--- src/rtl/epass_validator.sv ---
// rtl/epass_validator.sv - E-pass stay timer, fee calculator, card validator and debit responder
// Optional card top-up port is enabled by defining EPASS_TOPUP_EN.
module epass_validator #(
  parameter int N_CARDS      = 8,
  parameter int ID_W         = 3,
  parameter int BAL_W        = 12,
  parameter int FEE_W        = 8,
  parameter int UNIT_W       = 6,
  parameter int BASE_FEE     = 5,
  parameter int RATE         = 2,
  parameter int INIT_BALANCE = 100,
  parameter int TIMEOUT      = 10
) (
  input  logic             clk,
  input  logic             reset,
  input  logic             init,
  input  logic             count,
  input  logic             cal,
  input  logic             tick,
  input  logic             card_valid,
  input  logic [ID_W-1:0]  card_id,
  input  logic             wr_en,
  input  logic [ID_W-1:0]  wr_addr,
  input  logic [BAL_W-1:0] wr_data,
  output logic [1:0]       valid_Epass,
  output logic [FEE_W-1:0] fee,
  output logic             busy
);

  localparam int FW    = FEE_W + UNIT_W + 1;
  localparam int BW1   = BAL_W + 1;
  localparam int CNT_W = $clog2(TIMEOUT + 1);
  localparam logic [FEE_W-1:0]  FEE_MAX  = '1;
  localparam logic [BAL_W-1:0]  BAL_MAX  = '1;
  localparam logic [UNIT_W-1:0] UNIT_MAX = '1;
  localparam logic [CNT_W-1:0]  TO_LAST  = CNT_W'(TIMEOUT - 1);

  typedef enum logic [2:0] {
    S_IDLE,
    S_WAIT_CARD,
    S_LOOKUP,
    S_ACCEPT,
    S_REJECT
  } state_t;

  state_t            r_state;
  logic [1:0]        r_valid;
  logic [FEE_W-1:0]  r_fee;
  logic              r_busy;
  logic [CNT_W-1:0]  r_cnt;
  logic [ID_W-1:0]   r_id;
  logic [UNIT_W-1:0] r_elapsed;
  logic [BAL_W-1:0]  r_balance [N_CARDS];

  logic [FW-1:0]     w_fee_wide;
  logic [FEE_W-1:0]  w_fee;
  logic [BAL_W-1:0]  w_bal_sel;
  logic              w_id_ok;
  logic              w_afford;
  logic [BW1-1:0]    w_sum     [N_CARDS];
  logic [BAL_W-1:0]  w_bal_nxt [N_CARDS];

  assign valid_Epass = r_valid;
  assign fee         = r_fee;
  assign busy        = r_busy;

  // Wide enough that RATE*elapsed cannot wrap before the clamp.
  assign w_fee_wide = FW'(BASE_FEE) + FW'(RATE) * FW'(r_elapsed);
  assign w_fee      = (w_fee_wide > FW'(FEE_MAX)) ? FEE_MAX : w_fee_wide[FEE_W-1:0];

  always_comb begin
    w_bal_sel = '0;
    for (int i = 0; i < N_CARDS; i++) begin
      if (r_id == ID_W'(i)) w_bal_sel = r_balance[i];
    end
  end

  assign w_id_ok  = (int'({1'b0, r_id}) < N_CARDS);
  assign w_afford = (w_bal_sel >= BAL_W'(r_fee));

  // Debit and top-up for a card are merged so both land in the same cycle.
  always_comb begin
    for (int i = 0; i < N_CARDS; i++) begin
      w_sum[i] = {1'b0, r_balance[i]};
`ifdef EPASS_TOPUP_EN
      if (wr_en && wr_addr == ID_W'(i)) w_sum[i] = w_sum[i] + {1'b0, wr_data};
`endif
      if (r_state == S_ACCEPT && r_id == ID_W'(i)) w_sum[i] = w_sum[i] - BW1'(r_fee);
      w_bal_nxt[i] = (w_sum[i] > {1'b0, BAL_MAX}) ? BAL_MAX : w_sum[i][BAL_W-1:0];
    end
  end

`ifndef EPASS_TOPUP_EN
  logic w_unused_wr;
  assign w_unused_wr = ^{wr_en, wr_addr, wr_data};
`endif

  always_ff @(posedge clk) begin
    if (reset) begin
      for (int i = 0; i < N_CARDS; i++) r_balance[i] <= BAL_W'(INIT_BALANCE);
    end else begin
      for (int i = 0; i < N_CARDS; i++) r_balance[i] <= w_bal_nxt[i];
    end
  end

  always_ff @(posedge clk) begin
    if (reset || init) begin
      r_elapsed <= '0;
    end else if (count && tick && r_elapsed != UNIT_MAX) begin
      r_elapsed <= r_elapsed + UNIT_W'(1);
    end
  end

  always_ff @(posedge clk) begin
    if (reset) begin
      r_state <= S_IDLE;
      r_valid <= 2'b00;
      r_fee   <= '0;
      r_busy  <= 1'b0;
      r_cnt   <= '0;
      r_id    <= '0;
    end else begin
      r_valid <= 2'b00;
      case (r_state)
        S_IDLE: begin
          if (cal) begin
            r_state <= S_WAIT_CARD;
            r_fee   <= w_fee;
            r_cnt   <= '0;
            r_busy  <= 1'b1;
          end
        end
        S_WAIT_CARD: begin
          if (!cal) begin
            r_state <= S_IDLE;
            r_busy  <= 1'b0;
          end else if (card_valid) begin
            r_id    <= card_id;
            r_state <= S_LOOKUP;
          end else if (tick) begin
            r_cnt <= r_cnt + CNT_W'(1);
            if (r_cnt == TO_LAST) begin
              r_state <= S_REJECT;
              r_valid <= 2'b01;
            end
          end
        end
        S_LOOKUP: begin
          if (!cal) begin
            r_state <= S_IDLE;
            r_busy  <= 1'b0;
          end else if (w_id_ok && w_afford) begin
            r_state <= S_ACCEPT;
            r_valid <= 2'b10;
          end else begin
            r_state <= S_REJECT;
            r_valid <= 2'b01;
          end
        end
        // Verdict is already on the output; the transaction completes regardless of cal.
        S_ACCEPT, S_REJECT: begin
          r_state <= S_IDLE;
          r_busy  <= 1'b0;
        end
        default: begin
          r_state <= S_IDLE;
          r_busy  <= 1'b0;
        end
      endcase
    end
  end

endmodule

--- config.mk ---
export PLATFORM = sky130hd
export DESIGN_NAME = epass_validator
export DESIGN_NICKNAME = d
export VERILOG_FILES = /design/src/rtl/epass_validator.sv
export SDC_FILE = /design/constraint.sdc
export NUM_CORES = 1
export LEC_CHECK = 0
export CAP_MARGIN = 20
export CORE_AREA = 3 3 128 130
export DETAILED_ROUTE_END_ITERATION = 10
export DIE_AREA = 0 0 131 133
export GPL_TIMING_DRIVEN = 0
export HOLD_SLACK_MARGIN = 0.05
export PLACE_DENSITY = 0.75
export SYNTH_ARGS = -nofsm -noshare
export SYNTH_HDL_FRONTEND = slang
export SYNTH_SLANG_ARGS = --single-unit
--- constraint.sdc ---
create_clock -name clk -period 3.35 [get_ports clk]
set_clock_uncertainty 0.1 [all_clocks]
set_input_delay 0.67 -clock clk [delete_from_list [all_inputs] [get_ports clk]]
set_output_delay 0.67 -clock clk [all_outputs]
set_load 0.05 [all_outputs]
======== Yosys cells after proc, flatten, opt, wreduce, memory -nomap -nowiden ========
Memories as Yosys holds them, arrays and structs flattened.
Index checks and enable logic that the tools add are counted.
cells by class
  bitwise logic cells ..................... 8
  reductions and logical operators ........ 20
  add/subtract/negate cells ............... 11
  order comparisons ....................... 10
  muxes and demuxes ....................... 59
  equality and inequality tests ........... 19
operator list
  cell                    number
  $mux W12                24
  $gt A13 B12 Y1 const B  8
  $mux W13                8
  $sub A12 B8 Y13         8
  $mux W3                 7
  $mux W4                 4
  $eq A3 B2 Y1 const B    4
  $eq A3 B3 Y1 const B    4
  $ge A12 B8 Y1           1
  $logic_and A1 B1 Y1     10
  $ne A2 B2 Y1 const B    5
  $mux W1                 9
  $pmux W3 S3             1
  $add A3 B7 Y8 const A   1
  $gt A8 B8 Y1 const B    1
  $mux W8                 1
  $ne A4 B4 Y1 const B    2
  $or A1 B1 Y1            8
  $pmux W4 S2             1
  $add A6 B1 Y6 const B   1
  $eq A3 B1 Y1 const B    2
  $logic_not A3 Y1        2
  $ne A6 B6 Y1 const B    1
  $reduce_and A3 Y1       2
  10 further kinds        12
storage, ports and cells
  bits of input ports ..................... 26
  memories ................................ 1
  memory bits (writable) .................. 96
  logic and storage cells ................. 135
  output and inout port bits .............. 11
  register bits ........................... 27
memories
  name       depth  bits a word  rd ports  clocked after Yosys merged registers in  wr ports  line  text
  r_balance  8      12           8         0                                        8         53    logic [BAL_W-1:0] r_balance [N_CARDS];

======== Depth between registers and ports, before layout ========
Gate-level depths: netlist of the first run.
  depth in word-level cells ............... 13
  gate-level depth with buffers ........... 12
  mapped depth without buffers ............ 10

======== Worst setup path after synthesis of the first run ========
OpenSTA, ideal clock, no wires.
  kind .................................... reg-to-reg
  start ................................... reg r_id[1]
  end ..................................... reg r_state[1]
  clock period less this slack ............ 3.428 ns
  buffers on the path ..................... 3
  arrival time ............................ 3.188 ns
  data required time ...................... 3.110 ns
  setup time .............................. 0.140 ns
  slack ................................... -0.078 ns
  stages on the path, launching flop included .. 12
  path through ............................ dfxtp_1 > clkbuf_1 > buf_1 > buf_1 > mux4_2 > mux2_2 > ha_1 > a21o_1 > a221oi_1 > a21boi_0 > o31ai_1 > o21ai_0
on the way
  word-level cells in the longest chain between the ends .. 13
  elaborated cells on any way between the ends .. 20
  those cells by class .................... order compare (1); eq/ne (7); mux (11); reduce/logical (1)
RTL lines
  item                      line  text
  start: declaration        51    logic [ID_W-1:0] r_id;
  start signal: assignment  138   r_id <= card_id;
  $logic_not A3 Y1          74    if (r_id == ID_W'(i)) w_bal_sel = r_balance[i];
  $mux W12 (7 in series)    74
  $mux W12 (*)              74
  $ge A12 B8 Y1 (*)         79    assign w_afford = (w_bal_sel >= BAL_W'(r_fee));
  $mux W3 (*)               152   end else if (w_id_ok && w_afford) begin
  $mux W3 (*)               149   if (!cal) begin
  $pmux W3 S3 (*)           124   case (r_state)
  end signal: assignment    127   r_state <= S_WAIT_CARD;
  end signal: assignment    150   r_state <= S_IDLE;
  end signal: assignment    153   r_state <= S_ACCEPT;
  end: declaration          46    state_t r_state;
Every way passes the cells marked *; elsewhere a longest branch is shown, timed or not.
A chain may end at the register's enable or synchronous reset.

======== Final worst setup path of the first run ========
Ends and elaborated chain as after synthesis.

==> results of run 1 <==
[cells in the mapped netlist, drive strengths merged, types with 24 or more instances]
| master | n |
|---|---|
| a21oi | 68 |
| inv | 47 |
| ha | 78 |
| o21ai | 38 |
| o211ai | 27 |
| nor2 | 121 |
| nor3 | 41 |
| nand2 | 90 |
| nand3 | 25 |
| dfxtp | 123 |
| clkbuf | 24 |
| xnor2 | 38 |
[sequential cells by signal, summed over array words and instances, names as in the netlist]
signal       cells
r_state          3
r_id             3
r_balance       96
r_cnt            4
r_elapsed        6
fee              8
busy             1
valid_Epass      2
[layout by cell type, fill, tap and decap left out, drive strengths merged, types with 18 or more instances in the layout]
cell | Yosys | layout
a211oi | 23 | 23
a21oi | 68 | 68
a31oi | 20 | 20
clkbuf | 24 | 40
clkdlybuf4s50 | 0 | 18
dfxtp | 123 | 123
ha | 78 | 78
inv | 47 | 51
nand2 | 90 | 90
nand3 | 25 | 25
nor2 | 121 | 121
nor3 | 41 | 41
o211ai | 27 | 27
o21ai | 38 | 38
or3 | 18 | 18
xnor2 | 38 | 38
[layout make-up]
type / instances / area (µm²)
Timing Repair Buffer: 22 / 235
Sequential cell: 123 / 2470
Tap cell: 211 / 264
Clock buffer: 17 / 425
Inverter: 47 / 180
Buffer: 36 / 169
Fill cell: 1302 / 5570
Clock inverter: 15 / 165
Multi-Input combinational cell: 816 / 5790
[cells by family after synthesis]
| group | Yosys count | share of synthesized area, % |
|---|---|---|
| AO/OA/AOI/OAI | 265 | 20.8 |
| XOR/XNOR | 53 | 5.43 |
| adder cells (fa/ha/maj) | 86 | 13.3 |
| buffers and inverters | 84 | 3.86 |
| flip-flops | 123 | 28.8 |
| multiplexers | 37 | 6.79 |
| AND/OR/NAND/NOR | 375 | 21.0 |
[power breakdown]
part | internal, mW | switching [mW]
Sequential | 1.47 | 0.0156
Combinational | 0.217 | 0.347
Clock | 1.11 | 0.754
Total | 2.80 | 1.12
[final timing paths]
kind                end  slack (ns)  cells past startpoint
min reg2reg      fee[7]        0.37                      2
max          r_state[1]        0.13                     11
min              fee[7]        0.37                      2
max reg2reg  r_state[1]        0.13                     11
[through the flow]
| step | utilization, % | setup WS [ns] | hold slack, ns | cells | TNS, ns |
|---|---|---|---|---|---|
| after floorplan | - | 0.0561 | 0.332 | 1023 | 0 |
| after global routing | 63.5 | 0.00456 | 0.394 | 1287 | 0 |
| after global placement | 59.0 | -0.606 | 0.355 | 1252 | -2.58 |
| after CTS | 63.4 | 0.0408 | 0.377 | 1287 | 0 |
| after detailed placement | 59.0 | -0.618 | 0.365 | 1252 | -2.98 |
| final | 63.5 | 0.129 | 0.375 | 1287 | 0 |
[repair_timing]
| item | in CTS | in global routing |
|---|---|---|
| setup buffers | 4 | 0 |
| pin swaps | 1 | 1 |
| setup endpoints to repair | 12 | 5 |
| gates resized for setup | 9 | 5 |
[worst register-to-register path, delay by kind of cell (launching register included)]
family | cells | cell delay, ns
fa+ha+maj | 1 | 0.30
mux | 2 | 0.67
buf+inv | 2 | 0.51
compound gates | 6 | 1.08
flops | 1 | 0.43
[per-layer routing]
| layer | vias up | GRT usage (%) |
|---|---|---|
| li1 | 3836 | - |
| met1 | 3755 | 37.7 |
| met2 | 269 | 40.3 |
| met3 | 62 | 4.88 |
| met4 | 0 | 13.2 |
| met5 | - | 0 |
==> results.py, run 1 <==
metrics = {
    "critical_path": {
        "crit_path_top_delay_cell": "dfxtp_2",
        "critical_path_arrival_ns": 3.41,
        "crit_start": "r_id[1]",
        "cp_max_fo": 12,
        "start_kind": "flop",
        "critPathBufInv": 2,
        "critPathKind": "reg -> reg",
        "path_cells": "buf_4 > buf_2 > mux4_2 > mux2_2 > ha_1 > a21oi_1 > o21ai_0 > a221oi_2 > a21boi_2 > o31ai_4 > o21ai_0",
        "slowest_delay_ns": 0.43,
        "timing.critical_path.mode_cell": "o21ai_0",
        "crit_required_ns": 3.54,
        "end_kind": "flop",
        "path_delay_family": "compound AO/OA/AOI/OAI gates",
        "r2r_start": "r_id[1]",
    },
    "yosys": {
        "syn_area_mm2": 0.00855,
        "syn_nets": 1135,
        "synthArstFlopShare_pct": 0,
        "syn_avg_cell_area_um2": 8.36,
        "syn_inst": 1023,
        "synth-warning-count": 0,
        "yosys.area.top_type": "dfxtp_1",
        "synth_edf_count": 0,
        "synth_top_area_share_pct": 28.8,
        "synthFlopType": "dfxtp_1",
        "yosys_register_bits": 123,
        "ys_seq_area_share_pct": 28.8,
        "yosys.cell_types.count": 73,
        "synth_area_leaders": "dfxtp_1, ha_1, nor2_1",
    },
    "floorplan": {
        "boundaryPins": 37,
        "core-area_mm2": 0.0153,
        "initial_utilization_pct": 56.1,
        "die_w_um": 131,
        "die_h_um": 133,
        "rows": 45,
        "die-area_mm2": 0.0174,
    },
    "clocking": {
        "max-clock-path-buffers": 2,
        "ctsHoldBuffers": 0,
        "cts_num_sinks": 123,
        "clock_latency_ns": 0.43,
        "cts_buffers": 17,
        "path_clk_slew_ns": 0.06,
        "cts_tree": "built",
        "cts-htree-levels": 4,
        "cts_root_buf": "clkbuf_16",
    },
    "timing": {
        "max_freq_mhz": 310,
        "period_needed_ns": 3.22,
        "slew_headroom_pct": 30.2,
        "finalSetupViolations": 0,
        "fin_crit_sh_pct": 96.2,
        "drv_slew": 0,
        "finalHoldViolations": 0,
        "tightest_slew_ns": 1.04,
        "grt_setup_unrepaired": "false",
    },
    "global_routing": {
        "grt_pass1_vias": 7104,
        "grt_antenna_before_repair": 0,
        "grtUsageTotal_pct": 27.1,
        "grt_start_max_net_pins": 17,
        "overflow": 0,
        "grt_pass1_wl_um": 36700,
    },
    "placed_design": {
        "io_buffer_count": 18,
        "dpl.hpwl_um": 16900,
        "gp_congestion": 0.949,
        "dpl-instance-area_mm2": 0.00901,
    },
    "detailed_routing": {
        "viasPerCell": 6.16,
        "dr.max_layer_used": "met4",
        "wire_per_inst_um": 18.3,
        "met3_length_um": 1510,
        "firstDrtPassIters": 5,
        "ant_nets": 0,
        "drc": 0,
        "num_vias": 7922,
        "wirelength_um": 23600,
        "drtIter0Drc": 640,
        "m1WireLength_um": 10600,
        "met2_length_um": 10500,
    },
    "cells_and_area": {
        "drive_above_1_share_pct": 9.01,
        "fin_area_mm2": 0.00969,
        "fin_nets": 1175,
        "synthToLayoutAreaGrowth_pct": 13.3,
        "antenna-diode-count": 0,
    },
    "power": {
        "vdd_drop_max_v": 0.000368,
        "p_leak_nw": 3.72,
        "powerDensity_mw_per_mm2": 404,
        "power_mw": 3.91,
    },
    "hold_path": {
        "hp-class": "reg -> reg",
        "worstHoldStart": "fee[7]",
    },
    "run": {
        "max_cap_viol_count": 0,
    },
    "status": {
        "outcome": "finished, final reports clean",
    },
}
No activity file was read; power rests on OpenSTA's default activity.
==> run 2: changes to the inputs <==
--- a/config.mk
+++ b/config.mk
@@ -6,12 +6,12 @@
 export NUM_CORES = 1
 export LEC_CHECK = 0
 export CAP_MARGIN = 20
-export CORE_AREA = 3 3 128 130
+export CORE_AREA = 3 3 122 124
 export DETAILED_ROUTE_END_ITERATION = 10
-export DIE_AREA = 0 0 131 133
+export DIE_AREA = 0 0 125 127
 export GPL_TIMING_DRIVEN = 0
 export HOLD_SLACK_MARGIN = 0.05
-export PLACE_DENSITY = 0.75
+export PLACE_DENSITY = 0.78
 export SYNTH_ARGS = -nofsm -noshare
 export SYNTH_HDL_FRONTEND = slang
 export SYNTH_SLANG_ARGS = --single-unit
==> constraint.sdc (replaced) <==
create_clock -name clk -period 3.55 [get_ports clk]
set_clock_uncertainty 0.1 [all_clocks]
set_input_delay 0.71 -clock clk [delete_from_list [all_inputs] [get_ports clk]]
set_output_delay 0.71 -clock clk [all_outputs]
set_load 0.05 [all_outputs]
==> results.py, run 2 (synthesis gave the netlist of run 1 again) <==
metrics = {
    "floorplan": {
        "rows": 43,
        "die_h_um": 127,
        "die-area_mm2": 0.0159,
        "core-area_mm2": 0.0139,
        "die_w_um": 125,
        "boundaryPins": 37,
        "initial_utilization_pct": 61.6,
    },
    "timing": {
        "finalHoldViolations": 0,
        "grt_setup_unrepaired": "false",
        "worst_hold_slack_ns": 0.365,
        "period_needed_ns": 3.39,
        "slew_headroom_pct": 26.8,
        "max_freq_mhz": 295,
        "timing.final.ws_setup_ns": 0.157,
        "tightest_slew_ns": 1.09,
        "finalSetupViolations": 0,
        "drv_slew": 0,
        "fin_crit_sh_pct": 95.6,
        "finalSetupTns_ns": 0,
    },
    "detailed_routing": {
        "wirelength_um": 23700,
        "ant_nets": 0,
        "num_vias": 8027,
        "viasPerCell": 6.41,
        "drc": 0,
        "firstDrtPassIters": 5,
        "wire_per_inst_um": 18.9,
        "drtIter0Drc": 701,
    },
    "critical_path": {
        "start_kind": "flop",
        "end_kind": "flop",
        "cp_max_fo": 10,
        "critical_path_arrival_ns": 3.58,
        "crit_required_ns": 3.73,
        "critPathKind": "reg -> reg",
    },
    "cells_and_area": {
        "n_fill_cell": 1128,
        "drive_above_1_share_pct": 8.20,
        "fin_nets": 1172,
        "seqCellArea_mm2": 0.00246,
        "multiInputGateArea_mm2": 0.00577,
        "final_cell_mix": "nor2_1, dfxtp_1, nand2_1, ha_1, a21oi_1",
        "largest_reg_flops": 96,
        "largest-register": "r_balance",
        "synthToLayoutAreaGrowth_pct": 12.1,
        "fin_area_mm2": 0.00959,
        "antenna-diode-count": 0,
    },
    "placed_design": {
        "post-place-ws_ns": -0.642,
        "dpl-instance-area_mm2": 0.00897,
        "gp_congestion": 0.993,
        "dpl.hpwl_um": 16700,
        "io_buffer_count": 18,
    },
    "clocking": {
        "cts-htree-levels": 4,
        "cts_buffers": 17,
        "path_clk_slew_ns": 0.06,
        "post_cts_buffers": 0,
        "cts_root_buf": "clkbuf_16",
        "cts_tree": "built",
        "max-clock-path-buffers": 2,
        "cts_num_sinks": 123,
        "clock_latency_ns": 0.43,
    },
    "status": {
        "outcome": "finished, final reports clean",
    },
    "power": {
        "vdd_drop_max_v": 0.000414,
        "p_leak_nw": 3.70,
        "powerDensity_mw_per_mm2": 384,
    },
    "global_routing": {
        "overflow": 0,
        "grtUsageTotal_pct": 29.6,
        "grt_start_max_net_pins": 17,
        "grt_antenna_before_repair": 0,
        "grt_pass1_vias": 7296,
        "grt_pass1_wl_um": 37600,
    },
    "hold_path": {
        "hp-class": "reg -> reg",
    },
    "run": {
        "max_cap_viol_count": 0,
    },
}
-- run 2: changes by cell type in the layout (fill, tap and decap cells not counted), sizes merged --
cell,previous run,this run
clkinvlp,5,2
clkinv,4,6
buf,17,14
clkbuf,40,45
inv,51,47
-- run 2: layer usage --
layer	vias to the layer above	part of all wire (%)	GRT usage, %	wire, µm
met4	0	2.6	10.7	621
met1	3805	45	40.1	10600
met2	326	45	47.1	10700
met5	-	0	0	0
met3	56	7.5	6.19	1780
li1	3840	-	-	-
-- run 2: metrics by stage --
| stage | power (mW) | util [%] | std cells |
|---|---|---|---|
| 2_1_floorplan | 1.82 | - | 1023 |
| 3_3_place_gp | 1.94 | 64.5 | 1221 |
| 3_5_place_dp | 1.95 | 64.7 | 1222 |
| 5_1_grt | 3.80 | 69.1 | 1253 |
| 4_1_cts | 3.68 | 69.0 | 1253 |
| 6_report | 3.68 | 69.1 | 1253 |
-- run 2: worst max-delay path: stages, from the launching register on --
cell and delay [ns]:
dfxtp_1 0.41, buf_4 0.24, buf_6 0.21, mux4_2 0.54, mux2_2 0.28, ha_1 0.29
a21oi_1 0.13, o21ai_0 0.09, a221oi_1 0.28, a21boi_1 0.18, o31ai_2 0.36, o21ai_0 0.13
-- run 2: final cells by class --
cell class,instances,share of cell area [%]
Tap cell,180,2.35
Sequential cell,123,25.7
Clock buffer,22,4.95
Multi-Input combinational cell,816,60.2
Timing Repair Buffer,19,2.04
Inverter,47,1.84
Clock inverter,10,1.21
Buffer,36,1.72
-- run 2: power breakdown --
part	switching [mW]	internal, mW
registers	0.0148	1.39
clock network	0.659	1.09
logic	0.325	0.203
total	0.999	2.68
-- run 2: worst paths after layout --
| check | endpoint | startpoint | cells after the start | slack (ns) |
|---|---|---|---|---|
| worst max register to register | r_state[1] | r_id[0] | 11 | 0.16 |
| worst min-delay path | r_balance[1][47] | r_balance[1][47] | 2 | 0.36 |
| worst max-delay path | r_state[1] | r_id[0] | 11 | 0.16 |
| worst min register to register | r_balance[1][47] | r_balance[1][47] | 2 | 0.36 |
-- run 2: what timing repair did --
action | in CTS | in global routing
gates resized for setup | 7 | 5
hold buffers | 0 | 0
endpoints found under the setup margin | 5 | 12
cloned | 0 | 0
==> run 3: changes to the inputs <==
--- a/config.mk
+++ b/config.mk
@@ -11,7 +11,7 @@
 export DIE_AREA = 0 0 125 127
 export GPL_TIMING_DRIVEN = 0
 export HOLD_SLACK_MARGIN = 0.05
-export PLACE_DENSITY = 0.78
+export PLACE_DENSITY = 0.8
 export SYNTH_ARGS = -nofsm -noshare
 export SYNTH_HDL_FRONTEND = slang
 export SYNTH_SLANG_ARGS = --single-unit
==> constraint.sdc (replaced) <==
create_clock -name clk -period 3.55 [get_ports clk]
set_clock_uncertainty 0.1 [all_clocks]
set_input_delay 0.71 -clock clk [delete_from_list [all_inputs] [get_ports clk]]
set_output_delay 0.71 -clock clk [all_outputs]
set_load 0.01 [all_outputs]
==> results.py, run 3 (synthesis gave the netlist of run 1 again) <==
metrics = {
    "cells_and_area": {
        "largest_reg_flops": 96,
        "synthToLayoutAreaGrowth_pct": 12.1,
        "largest-register": "r_balance",
        "fin_nets": 1172,
        "drive_above_1_share_pct": 8.29,
        "antenna-diode-count": 0,
        "final_cell_mix": "nor2_1, dfxtp_1, nand2_1, ha_1, a21oi_1",
        "final_core_util_pct": 69.1,
    },
    "clocking": {
        "max-clock-path-buffers": 2,
        "cts_num_sinks": 123,
        "cts_buffers": 17,
        "post_cts_buffers": 0,
        "clock_latency_ns": 0.44,
        "path_clk_slew_ns": 0.06,
        "cts-htree-levels": 4,
        "cts_root_buf": "clkbuf_16",
        "ctsHoldBuffers": 0,
        "cts_tree": "built",
    },
    "timing": {
        "slew_headroom_pct": 41.6,
        "finalSetupViolations": 0,
        "fin_crit_sh_pct": 94.7,
        "max_freq_mhz": 298,
        "tightest_slew_ns": 0.868,
        "finalHoldViolations": 0,
        "drv_slew": 0,
        "grt_setup_unrepaired": "true",
        "period_needed_ns": 3.36,
        "finalSetupTns_ns": 0,
        "timing.final.ws_setup_ns": 0.189,
    },
    "critical_path": {
        "critPathKind": "reg -> reg",
        "crit_required_ns": 3.75,
        "rr_worst_depth": 10,
        "end_kind": "flop",
        "cp_max_fo": 10,
        "start_kind": "flop",
        "critical_path_arrival_ns": 3.56,
    },
    "global_routing": {
        "grt_antenna_before_repair": 0,
        "grt_start_max_net_pins": 18,
        "grt_pass1_wl_um": 38100,
        "grtUsageTotal_pct": 30.2,
        "grt_pass1_vias": 7602,
        "overflow": 0,
    },
    "placed_design": {
        "io_buffer_count": 18,
        "dpl.hpwl_um": 16800,
        "gp_congestion": 0.941,
        "post-place-ws_ns": -0.623,
    },
    "detailed_routing": {
        "drc": 0,
        "wire_per_inst_um": 19.0,
        "drtIter0Drc": 828,
        "viasPerCell": 6.38,
        "wirelength_um": 23900,
        "num_vias": 7997,
        "ant_nets": 0,
        "firstDrtPassIters": 5,
    },
    "floorplan": {
        "initial_utilization_pct": 61.6,
        "die-area_mm2": 0.0159,
        "rows": 43,
        "die_w_um": 125,
        "boundaryPins": 37,
        "core-area_mm2": 0.0139,
        "die_h_um": 127,
    },
    "power": {
        "power_mw": 3.65,
        "powerDensity_mw_per_mm2": 381,
        "p_leak_nw": 3.70,
        "vdd_drop_max_v": 0.000312,
    },
    "hold_path": {
        "hp-class": "reg -> reg",
        "holdPathStages": 2,
    },
    "status": {
        "outcome": "finished, final reports clean",
    },
    "run": {
        "max_cap_viol_count": 0,
    },
}
[run 3: worst paths after layout]
check	startpoint	to	slack [ns]
worst max register to register	r_id[0]	r_state[1]	0.19
worst min register to register	r_balance[1][47]	r_balance[1][47]	0.37
worst min-delay path	r_balance[1][47]	r_balance[1][47]	0.37
worst max-delay path	r_id[0]	r_state[1]	0.19
[run 3: area by class of cell]
type,count,area [µm²]
multi-input combinational,816,5770
tap,180,225
buffer,36,171
sequential,123,2460
fill,1144,4290
timing repair buffer,19,208
clock buffer,17,425
clock inverter,15,155
inverter,47,176
[run 3: stage by stage]
step                      instance area, µm²  std cells  hold slack (ns)
after floorplan                         8550       1023            0.332
after global placement                  8960       1221            0.353
after detailed placement                8960       1221            0.353
after CTS                               9550       1252            0.370
after global routing                    9590       1253            0.406
final                                   9590       1253            0.365
[run 3: repair_timing]
item,in CTS,in global routing
pin swaps,1,1
resized for setup,6,8
setup endpoints to repair,5,12
[run 3: critical path: stages, from the launching register on]
cell	delay [ns]
dfxtp_1	0.39
buf_6	0.18
buf_6	0.19
mux4_2	0.55
mux2_2	0.29
ha_1	0.31
a21o_1	0.18
a221oi_1	0.34
a21boi_1	0.18
o31ai_2	0.39
o21ai_0	0.13
[run 3: per-layer routing]
| metal | wire, µm | global-route usage [%] |
|---|---|---|
| met1 | 9880 | 36.4 |
| met2 | 11200 | 51.0 |
| met3 | 1670 | 6.77 |
| met4 | 1120 | 15.6 |
| met5 | 0 | 0 |
[run 3: power by group]
group | switching, mW | internal (mW) | total [mW] | leakage (nW)
Combinational | 0.305 | 0.204 | 0.509 | 2.42
Sequential | 0.0139 | 1.39 | 1.40 | 0.994
Clock | 0.749 | 0.988 | 1.74 | 0.284
Total | 1.07 | 2.58 | 3.65 | 3.70
